--- src/rtl/vslc_timer_pkg.sv ---
// Shared encodings for the timer bank: config selects, channel modes,
// control-word bit positions and the per-channel state machine states.
package vslc_timer_pkg;

  localparam logic [1:0] SEL_PERIOD_A = 2'd0;
  localparam logic [1:0] SEL_PERIOD_B = 2'd1;
  localparam logic [1:0] SEL_CTRL     = 2'd2;
  localparam logic [1:0] SEL_NONE     = 2'd3;

  typedef enum logic {
    MODE_CYCLE   = 1'b0,
    MODE_ONESHOT = 1'b1
  } mode_t;

  typedef enum logic [1:0] {
    ST_IDLE = 2'd0,
    ST_A    = 2'd1,
    ST_B    = 2'd2
  } chan_state_t;

  localparam int CTRL_MODE_BIT = 0;
  localparam int CTRL_D_LSB    = 1;

  localparam int RST_PERIOD_A = 1;
  localparam int RST_PERIOD_B = 2;

  // The invert flag sits just above the prescaler exponent field.
  function automatic int ctrl_inv_bit(input int divw);
    return divw + 1;
  endfunction

endpackage

--- src/rtl/vslc_timer_chan.sv ---
// One timer channel: prescaled two-phase (A low, B high) waveform with
// shadowed periods, cycle/oneshot modes and an output invert.
module vslc_timer_chan
  import vslc_timer_pkg::*;
#(
  parameter int WIDTH = 16,
  parameter int DIVW  = 4
) (
  input  logic             clk,
  input  logic             rst_n,
  input  logic             cfg_we,
  input  logic [1:0]       cfg_sel,
  input  logic [WIDTH-1:0] cfg_data,
  input  logic             en_set,
  input  logic             en_clr,
  output logic             tmr_out,
  output logic             busy,
  output logic             done
);

  localparam int PW      = 2 ** DIVW;
  localparam int INV_BIT = ctrl_inv_bit(DIVW);

  chan_state_t      state, state_nxt;
  logic [WIDTH-1:0] period_a, period_b, shadow_a, shadow_b;
  logic [WIDTH-1:0] shadow_a_nxt, shadow_b_nxt;
  logic [WIDTH-1:0] cnt;
  logic [PW-1:0]    pre, pre_mask;
  logic [DIVW-1:0]  d;
  mode_t            mode;
  logic             invert;
  logic             tick, end_a, end_b, boundary;
  logic             wr_a, wr_b, wr_ctrl;

  assign pre_mask     = (PW'(1) << d) - PW'(1);
  assign tick         = (state != ST_IDLE) && (pre == pre_mask);
  assign end_a        = (state == ST_A) && tick && (cnt == period_a);
  assign end_b        = (state == ST_B) && tick && (cnt == period_b);
  assign boundary     = end_a || end_b;
  assign wr_a         = cfg_we && (cfg_sel == SEL_PERIOD_A);
  assign wr_b         = cfg_we && (cfg_sel == SEL_PERIOD_B);
  assign wr_ctrl      = cfg_we && (cfg_sel == SEL_CTRL);
  assign shadow_a_nxt = wr_a ? cfg_data : shadow_a;
  assign shadow_b_nxt = wr_b ? cfg_data : shadow_b;

  always_ff @(posedge clk) begin
    if (!rst_n) state <= ST_IDLE;
    else        state <= state_nxt;
  end

  // en_clr has priority over both starting and phase completion.
  always_comb begin
    state_nxt = state;
    case (state)
      ST_IDLE: if (en_set && !en_clr) state_nxt = ST_A;
      ST_A: begin
        if (en_clr)     state_nxt = ST_IDLE;
        else if (end_a) state_nxt = ST_B;
      end
      ST_B: begin
        if (en_clr)     state_nxt = ST_IDLE;
        else if (end_b) state_nxt = (mode == MODE_ONESHOT) ? ST_IDLE : ST_A;
      end
      default: state_nxt = ST_IDLE;
    endcase
  end

  always_comb begin
    busy    = (state != ST_IDLE);
    tmr_out = (state == ST_B) ^ invert;
  end

  // An idle channel mirrors its shadows continuously, so a period write
  // lands immediately; a running one picks them up at each phase boundary.
  always_ff @(posedge clk) begin
    if (!rst_n) begin
      period_a <= WIDTH'(RST_PERIOD_A);
      period_b <= WIDTH'(RST_PERIOD_B);
      shadow_a <= WIDTH'(RST_PERIOD_A);
      shadow_b <= WIDTH'(RST_PERIOD_B);
      mode     <= MODE_CYCLE;
      d        <= '0;
      invert   <= 1'b0;
      cnt      <= '0;
      pre      <= '0;
      done     <= 1'b0;
    end else begin
      shadow_a <= shadow_a_nxt;
      shadow_b <= shadow_b_nxt;
      if ((state == ST_IDLE) || boundary) begin
        period_a <= shadow_a_nxt;
        period_b <= shadow_b_nxt;
      end
      if (wr_ctrl && (state == ST_IDLE)) begin
        mode   <= mode_t'(cfg_data[CTRL_MODE_BIT]);
        d      <= cfg_data[CTRL_D_LSB +: DIVW];
        invert <= cfg_data[INV_BIT];
      end
      if ((state == ST_IDLE) || (state_nxt != state)) begin
        cnt <= '0;
        pre <= '0;
      end else if (tick) begin
        cnt <= cnt + WIDTH'(1);
        pre <= '0;
      end else begin
        pre <= pre + PW'(1);
      end
      done <= end_b && !en_clr;
    end
  end

endmodule

--- src/rtl/vslc_timer_bank.sv ---
// Bank of NCH independent timer channels sharing one configuration port.
module vslc_timer_bank
  import vslc_timer_pkg::*;
#(
  parameter int NCH   = 4,
  parameter int WIDTH = 16,
  parameter int DIVW  = 4
) (
  input  logic                                  clk,
  input  logic                                  rst_n,
  input  logic                                  cfg_we,
  input  logic [((NCH > 1) ? $clog2(NCH) : 1)-1:0] cfg_ch,
  input  logic [1:0]                            cfg_sel,
  input  logic [WIDTH-1:0]                      cfg_data,
  input  logic [NCH-1:0]                        en_set,
  input  logic [NCH-1:0]                        en_clr,
  output logic [NCH-1:0]                        tmr_out,
  output logic [NCH-1:0]                        busy,
  output logic [NCH-1:0]                        done
);

  localparam int CHW = (NCH > 1) ? $clog2(NCH) : 1;

  // Channel indices at or above NCH match no instance, so those writes drop.
  for (genvar i = 0; i < NCH; i++) begin : g_chan
    vslc_timer_chan #(
      .WIDTH(WIDTH),
      .DIVW (DIVW)
    ) u_chan (
      .clk     (clk),
      .rst_n   (rst_n),
      .cfg_we  (cfg_we && (cfg_ch == CHW'(i))),
      .cfg_sel (cfg_sel),
      .cfg_data(cfg_data),
      .en_set  (en_set[i]),
      .en_clr  (en_clr[i]),
      .tmr_out (tmr_out[i]),
      .busy    (busy[i]),
      .done    (done[i])
    );
  end

endmodule

--- config.mk ---
export PLATFORM = sky130hd
export DESIGN_NAME = vslc_timer_bank
export DESIGN_NICKNAME = d
export VERILOG_FILES = /design/src/rtl/vslc_timer_pkg.sv /design/src/rtl/vslc_timer_chan.sv /design/src/rtl/vslc_timer_bank.sv
export SDC_FILE = /design/constraint.sdc
export NUM_CORES = 1
export LEC_CHECK = 0
export ABC_AREA = 1
export CAP_MARGIN = 40
export CORE_MARGIN = 4
export CORE_UTILIZATION = 58
export CTS_CLUSTER_SIZE = 16
export DETAILED_ROUTE_END_ITERATION = 8
export HOLD_SLACK_MARGIN = 0.05
export PLACE_DENSITY = 0.72
export REMOVE_ABC_BUFFERS = 1
export SYNTH_ARGS = -nofsm -noshare
export SYNTH_HDL_FRONTEND = slang
export SYNTH_SLANG_ARGS = --single-unit
--- constraint.sdc ---
create_clock -name clk -period 4.2 [get_ports clk]
set_input_delay 0.63 -clock clk [delete_from_list [all_inputs] [get_ports clk]]
set_output_delay 0.63 -clock clk [all_outputs]
set_load 0.01 [all_outputs]
# Word-level counts from Yosys, hierarchy flattened
# Cells that the tools add are included.
# totals
ff_bits	420
wordCells	212
# op_classes
add_sub_neg	12
n_eq_ne	29
n_shift	4
mux	36
bitwise	5
reduce_logical	82
# ops
cell	count
$eq 16x16->1	12
$add 16x1->16 const B	8
$mux 16	8
$shl 1x4->16 const A	4
$sub 16x2->16 const B	4
$logic_and 1x1->1	48
$mux 2	20
$pmux 2 s3	4
$eq 2x2->1 const B	7
$eq 2x1->1 const B	6
$logic_not 2->1	6
$logic_or 1x1->1	12
$reduce_or 3->1	4
$ne 2x2->1	4
$reduce_bool 2->1	4
$reduce_or 2->1	4
$logic_not 1->1	4
$mux 1	4
$xor 1x1->1	4
$not 1->1	1

# Longest topological paths before layout
# Gate-level depths: netlist of run 1.
# logic_depth
ltp_word	12
ltp_mapped	22
depth_no_buf	21

# Cells and area by module
# From an unflattened synthesis of run 1, not the netlist that was laid out.
# hier_totals
cells_unflattened	3318
area_unflattened_um2	22864.4
# modules_own_cells
mod	instances	cells_per_inst	area_per_inst_um2	seq_area_each_um2
vslc_timer_chan (g_chan[0].u_chan ...)	3	807	5591.6	2102.0
vslc_timer_chan (g_chan[3].u_chan)	1	889	6059.6	2102.0
vslc_timer_bank	1	8	30.0	0.0

# Worst setup path before layout of run 1
# No wires, ideal clock.
# synth_path
path_kind	register to register
from	register g_chan[2].u_chan.d[2]
to	register g_chan[2].u_chan.pre[7]
arrival_time_ns	2.315
t_required_ns	4.083
slack_ns	1.768
path_stages_with_launch	18
cell_sequence	dfxtp_1 > buf_6 > nor2_8 > nand3_1 > ha_1 > xor2_1 > nand2_1 > nor2_1 > nand2_1 > nor2_1 > nand3_1 > nor2_4 > nand3_4 > nand2_4 > nand3_4 > nand3_4 > buf_8 > nor2_2
# synth_via
elab_chain_cells	12
word_cells_on_any_way	16
cone_classes	1 x add/sub; 2 x eq/ne; 1 x shift; 5 x mux; 7 x reduce/logical
# synth_rtl
item	line	text
start, declared	vslc_timer_chan.sv:29	logic [DIVW-1:0] d;
start signal, assigned	vslc_timer_chan.sv:96	d <= cfg_data[CTRL_D_LSB +: DIVW];
$shl 1x4->16 *	vslc_timer_chan.sv:35	assign pre_mask = (PW'(1) << d) - PW'(1);
$sub 16x2->16 *	vslc_timer_chan.sv:35	
$eq 16x16->1 *	vslc_timer_chan.sv:36	assign tick = (state != ST_IDLE) && (pre == pre_mask);
$logic_and 1x1->1 *	vslc_timer_chan.sv:36	
$logic_and 1x1->1, on equally long branches (2 in a row)	vslc_timer_chan.sv:38, vslc_timer_chan.sv:37	
$mux 2, on equally long branches	vslc_timer_chan.sv:62, vslc_timer_chan.sv:58	
$mux 2, on equally long branches	vslc_timer_chan.sv:61, vslc_timer_chan.sv:57	
$pmux 2 s3	vslc_timer_chan.sv:54	case (state)
$ne 2x2->1	vslc_timer_chan.sv:99	if ((state == ST_IDLE) || (state_nxt != state)) begin
$logic_or 1x1->1	vslc_timer_chan.sv:99	
$reduce_or 3->1 (no line) *	--	
end signal, assigned	vslc_timer_chan.sv:106	pre <= pre + PW'(1);
end, declared	vslc_timer_chan.sv:28	logic [PW-1:0] pre, pre_mask;
# Every way passes the cells marked *; elsewhere a longest branch is shown, timed or not.
# A chain may end at the register's enable or synchronous reset.

# Worst setup path after layout of run 1
# layout_path
from	register g_chan[1].u_chan.d[3]
to	register g_chan[1].u_chan.period_b[0]
# layout_via
elab_chain_cells	8
word_cells_on_any_way	10
cone_classes	1 x add/sub; 1 x eq/ne; 1 x shift; 7 x reduce/logical
# layout_rtl
item	line	text
start, declared	vslc_timer_chan.sv:29	
start signal, assigned	vslc_timer_chan.sv:96	
$shl 1x4->16 *	vslc_timer_chan.sv:35	
$sub 16x2->16 *	vslc_timer_chan.sv:35	
$eq 16x16->1 *	vslc_timer_chan.sv:36	
$logic_and 1x1->1 *	vslc_timer_chan.sv:36	
$logic_and 1x1->1, on equally long branches (2 in a row)	vslc_timer_chan.sv:37, vslc_timer_chan.sv:38	
$logic_or 1x1->1 *	vslc_timer_chan.sv:39	assign boundary = end_a || end_b;
$logic_or 1x1->1 *	vslc_timer_chan.sv:90	if ((state == ST_IDLE) || boundary) begin
end signal, assigned	vslc_timer_chan.sv:78	period_b <= WIDTH'(RST_PERIOD_B);
end signal, assigned	vslc_timer_chan.sv:92	period_b <= shadow_b_nxt;
end, declared	vslc_timer_chan.sv:25	logic [WIDTH-1:0] period_a, period_b, shadow_a, shadow_b;
# Marks and branches as above.

==> results of run 1 <==
-- cell families after synthesis --
kind of cell | count (synthesis) | share of synthesized area, %
AOI/OAI and AO/OA | 182 | 4.481
buffers and inverters | 491 | 9.466
and+or+nand+nor | 1867 | 36.54
adders and majority gates | 12 | 0.6646
xor gates and xnor gates | 171 | 6.663
DFF | 420 | 37.22
muxes | 112 | 4.963
-- synth_stat cells (9+ instances only) --
cell type / n / area share, %
a21oi_1: 79 / 1.8
buf_1: 15 / 0.25
buf_4: 22 / 0.73
buf_6: 23 / 1.1
clkbuf_1: 60 / 1.0
dfxtp_1: 420 / 37
ha_1: 12 / 0.66
inv_1: 335 / 5.6
inv_2: 23 / 0.38
mux2i_1: 112 / 5.0
nand2_1: 756 / 13
nand2_2: 14 / 0.39
nand2_4: 9 / 0.45
nand3_1: 186 / 4.1
nand3_2: 10 / 0.44
nand4_1: 58 / 1.6
nor2_1: 623 / 10
nor2_2: 57 / 1.6
nor2_4: 13 / 0.65
nor3_1: 62 / 1.4
nor3b_1: 11 / 0.37
nor4_1: 18 / 0.50
o21ai_0: 64 / 1.4
o21ai_1: 11 / 0.24
or2_2: 24 / 0.66
xnor2_1: 41 / 1.6
xor2_1: 129 / 5.0
-- stage by stage --
step | util, % | std cells
after floorplan | - | 3125
after global placement | 59.55 | 3696
after detailed placement | 60.08 | 3707
after CTS | 64.33 | 3792
after global routing | 64.33 | 3792
final | 64.33 | 3792
-- critical path: stages (launching register included) --
cell and delay, ns:
dfxtp_1 0.58, nor2_8 0.09, nand2_1 0.10, ha_1 0.26, nand2_4 0.09, inv_2 0.10, o21ai_1 0.09, nor2_1 0.17
nor2_2 0.07, nand2_1 0.11, nor2_4 0.05, nand3_1 0.13, nand3_2 0.61, inv_2 0.60, a21oi_1 0.13
-- sequential cells by signal, indices dropped and copies added (netlist names) --
| name | count |
|---|---|
| g_chan.u_chan.shadow_b | 64 |
| g_chan.u_chan.pre | 64 |
| g_chan.u_chan.done | 4 |
| g_chan.u_chan.period_a | 64 |
| g_chan.u_chan.mode | 4 |
| g_chan.u_chan.d | 16 |
| g_chan.u_chan.period_b | 64 |
| g_chan.u_chan.shadow_a | 64 |
| g_chan.u_chan.invert | 4 |
| g_chan.u_chan.cnt | 64 |
| g_chan.u_chan.state | 8 |
-- path summary, 6_finish.rpt --
check                                 from                            end  slack (ns)  cells past startpoint
max                  g_chan[1].u_chan.d[3]   g_chan[1].u_chan.period_b[0]        0.86                     14
min          g_chan[1].u_chan.period_a[11]  g_chan[1].u_chan.period_a[11]        0.46                      2
max reg2reg          g_chan[1].u_chan.d[3]   g_chan[1].u_chan.period_b[0]        0.86                     14
min reg2reg  g_chan[1].u_chan.period_a[11]  g_chan[1].u_chan.period_a[11]        0.46                      2
-- layout make-up --
cell class	instances	area (µm²)	area share, %
repair buffers	64	704.4	2.840
flip-flops and latches	420	8408	33.90
multi-input cells	2344	12040	48.56
clock buffers	67	1384	5.579
clock inverters	18	256.5	1.034
inverters	361	1360	5.483
well taps	518	648.1	2.613
-- power groups by stage --
| stage | Clock [mW] | Combinational [mW] | Sequential [mW] |
|---|---|---|---|
| 2_1_floorplan | 0 | 0.554 | 4.19 |
| 3_3_place_gp | 0 | 0.797 | 4.21 |
| 3_5_place_dp | 0 | 0.817 | 4.21 |
| 4_1_cts | 4.41 | 0.823 | 4.12 |
| 5_1_grt | 4.57 | 0.923 | 4.13 |
| 6_report | 4.35 | 0.827 | 4.12 |
-- per-layer routing --
metal  wire [µm]  global-route usage (%)
met1       27700                   39.51
met2       26610                   45.01
met3        3309                   3.310
met4        1870                   8.876
met5           7                       0
==> reports/metrics.cfg, run 1 <==
[synth]
synth_area_um2=22590
synth_cell_type_count=54
avgSynthCellArea_um2=6.940
ys_warn_count=0
async_flop_share_pct=0
syn_inst=3255
ys_ff_latch=420
synth_edf_count=0
ys.flop_type=dfxtp_1
yosysSeqAreaShare_pct=37.22

[sta]
skew_ns=0.01973
fin_setup_tns_ns=0
finalHoldViolations=0
tightest_slew_ns=0.8620
setup_violations=0
fmax_ghz=0.2991
finalCritPeriodShare_pct=79.61
setup_ws_ns=0.8566
maxSlewHeadroom_pct=42.36
holdWs_ns=0.4630
rsz0062_at_grt=false
final_max_slew_viol_count=0
period_minus_slack_ns=3.343

[grt]
grt_pass1_wl_um=96470
antenna_found_initial=1
grt_usage_pct=27.99
grt_pass1_vias=18730
grt_overflow_total=0
grt_max_degree=63

[drt]
vias_per_cell=5.266
drt-total-wl_um=59500
drc=0
dr.pass1.iters=5
drtAntennaViolNets=0
via_count=19970
drtIter0Drc=1428
wl_per_cell_um=15.69

[clocking]
cts-root-buf=clkbuf_16
hold_buffers=0
clk_path_buf_depth=3
htree_levels=2
numClockSinks=420
clock_latency_ns=0.58
cts_tree=yes
post_cts_buffers=0
cts_resized=0
path_clk_slew_ns=0.07
cts_buffers=46

[worst_setup_path]
crit_fanout=39
worstSetupStartpointType=flip-flop
crit_type=flip-flop to flip-flop
crit_arrival_ns=3.78
required_ns=4.64
cp-end-kind=flip-flop

[power]
switchingPower_mw=2.299
p_per_area_nw_per_um2=374.8
leakage_nw=11.86
ir_worst_vdd_uv=310.7
swShare_pct=24.73
power.total_mw=9.297
seq_power_share_pct=44.3
combPwrFrac_pct=8.9
internal_power_mw=6.998
p_clk_share_pct=46.8

[layout]
final_common_cell=nand2_1
layout_common_cells=756 x nand2_1, 623 x nor2_1, 420 x dfxtp_1
fillers=3610
syn_to_final_growth_pct=9.803
drive_gt1_share_pct=8.308
num_antenna_cells=0
stdcell_area_um2=24810
nets=3280

[floorplanning]
ios=43
design.die.area_um2=42170
rows=72
die_x_um=205.4
core_um2=38560
initial_core_util_pct=58.59
die_h_um=205.4

[status]
status=finished, final reports clean

[placed_design]
place_area_um2=23160
hpwl_um=44310
io_buffers=42
gp_congestion=0.9935
place_ws_ns=0.8974

[worst_hold_path]
hold_class=flip-flop to flip-flop

[run]
maxCapViolCount=0

(Power assumes the default switching activity.)
==> inputs of run 2 (changes only) <==
==> constraint.sdc (replaced) <==
create_clock -name clk -period 3.45 [get_ports clk]
set_input_delay 0.5175 -clock clk [delete_from_list [all_inputs] [get_ports clk]]
set_output_delay 0.5175 -clock clk [all_outputs]
set_load 0.01 [all_outputs]
==> run 2 against run 1 <==
First-iteration DRC count rose by 18%. Count of clock-buffer cells in the layout rose by 3. Sequential power rose by 22%. Final area fell by 0.51%. Register-to-register slack got worse by 0.41 ns. Sequential cell count did not move. Combinational power rose by 22%. Power rose by 19%. Sequential share of layout area rose by 0.18 points. Highest routed layer is now met4.
==> reports/metrics.cfg, run 2 (synthesis results as in run 1) <==
[sta]
fin_setup_tns_ns=0
holdWs_ns=0.2913
fmax_ghz=0.3334
setup_violations=0
skew_ns=0.02346
final_max_slew_viol_count=0
rsz0062_at_grt=false
tightest_slew_ns=0.9243
period_minus_slack_ns=3.000
maxSlewHeadroom_pct=38.19
finalHoldViolations=0
finalCritPeriodShare_pct=86.95

[worst_setup_path]
cpMostUsedCell=nand2_1
reg2reg_from=g_chan[0].u_chan.d[3]
cp-startpoint=g_chan[0].u_chan.d[3]
worst_path_max_delay_cell=dfxtp_1
cp-end-kind=flip-flop
crit_fanout=45
cp_num_cells=17
required_ns=3.90
crit_arrival_ns=3.45
critPathTopFamily=simple AND/OR/NAND/NOR gates
crit_type=flip-flop to flip-flop
path_buf_inv=2
critical-path-max-stage-delay_ns=0.46
worstSetupStartpointType=flip-flop
critical_path.cell_chain=nor2_4 > nand2_1 > ha_1 > nand2_1 > inv_1 > nor2_1 > nand2_1 > nor2_1 > nand3_1 > nor2_1 > nand3_1 > nor2_2 > nand3_2 > nand3_2 > buf_12 > nand2_1 > nor3b_1
rr_worst_depth=17

[power]
internal_power_mw=8.225
ir_worst_vdd_uv=406.9
combPwrFrac_pct=9.2
leakage_nw=11.79
seq_power_share_pct=45.5
switchingPower_mw=2.819
p_per_area_nw_per_um2=447.5
swShare_pct=25.52
p_clk_share_pct=45.4

[drt]
drt-total-wl_um=59820
dr.pass1.iters=6
wl_per_cell_um=15.78
drtIter0Drc=1685
drtAntennaViolNets=0
via_count=19990
vias_per_cell=5.273
drc=0

[layout]
multi_input_area_um2=12040
stdcell_area_um2=24680
fillers=3625
layout_common_cells=756 x nand2_1, 623 x nor2_1, 420 x dfxtp_1
final_core_util_pct=64.00
nets=3279
final_common_cell=nand2_1
syn_to_final_growth_pct=9.238
seq_area_um2=8408
num_antenna_cells=0
drive_gt1_share_pct=8.310

[floorplanning]
ios=43
initial_core_util_pct=58.59
rows=72
die_h_um=205.4
design.die.area_um2=42170
die_x_um=205.4
core_um2=38560

[worst_hold_path]
holdPathStages=3
hold_class=input port to flip-flop
min-delay-start=rst_n

[placed_design]
gp_congestion=0.9401
hpwl_um=43910
io_buffers=42
place_area_um2=23110

[clocking]
post_cts_buffers=0
htree_levels=2
clock_latency_ns=0.59
cts-root-buf=clkbuf_16
numClockSinks=420
cts_tree=yes
hold_buffers=0
cts_buffers=45
cts_resized=0
clk_path_buf_depth=3
path_clk_slew_ns=0.06

[status]
status=finished, final reports clean

[grt]
antenna_found_initial=0
grt_usage_pct=28.18
grt_pass1_wl_um=97230
grt_max_degree=75
grt_overflow_total=0
grt_pass1_vias=18960

[run]
maxCapViolCount=0

[run 2: cell count changes in the layout (fill, tap and decap cells not counted), sizes merged]
cell	previous run	this run
bufinv	6	2
clkbuf	67	70
clkinv	11	10
clkinvlp	1	3
inv	361	360
[run 2: routing by layer]
layer  wire length [µm]  GRT usage [%]  up-vias
li1                   -              -    10130
met1              27850          38.91     9256
met2              27550          46.74      510
met3               3037          3.987       98
met4               1375          7.153        0
met5                  0              0        -
[run 2: worst reg2reg max path: cells and delay by family, from the launching register on]
kind / cells / cell delay [ns]
adders and majority gates: 1 / 0.32
buffers and inverters: 2 / 0.29
DFF: 1 / 0.46
and+or+nand+nor: 14 / 1.79
[run 2: path summary, 6_finish.rpt]
path | end | slack [ns]
worst min register to register | g_chan[1].u_chan.period_a[7] | 0.47
worst max register to register | g_chan[0].u_chan.period_b[9] | 0.45
worst max-delay path | g_chan[0].u_chan.period_b[9] | 0.45
worst min-delay path | g_chan[1].u_chan.period_a[15] | 0.29
[run 2: final cells by class]
cell class | count | area share, %
Clock inverter | 14 | 0.7250
Multi-Input combinational cell | 2344 | 48.81
Tap cell | 518 | 2.626
Clock buffer | 70 | 5.633
Timing Repair Buffer | 64 | 2.626
Inverter | 361 | 5.511
Sequential cell | 420 | 34.07
[run 2: power groups by stage]
stage | sequential [mW] | clock [mW] | combinational (mW)
global placement | 5.12 | 0 | 0.987
global route | 5.03 | 5.31 | 1.13
floorplan | 5.10 | 0 | 0.674
CTS | 5.02 | 5.09 | 1.01
detailed placement | 5.13 | 0 | 1.00
finish | 5.02 | 5.01 | 1.01
[run 2: per-stage QoR]
| stage | instances | setup WS (ns) | total power [mW] |
|---|---|---|---|
| 2_1_floorplan | 3125 | 0.2085 | 5.776 |
| 5_1_grt | 3791 | 0.1086 | 11.47 |
| 6_report | 3791 | 0.4503 | 11.04 |
| 3_5_place_dp | 3707 | 0.5003 | 6.130 |
| 3_3_place_gp | 3705 | 0.5529 | 6.110 |
| 4_1_cts | 3791 | 0.4719 | 11.12 |
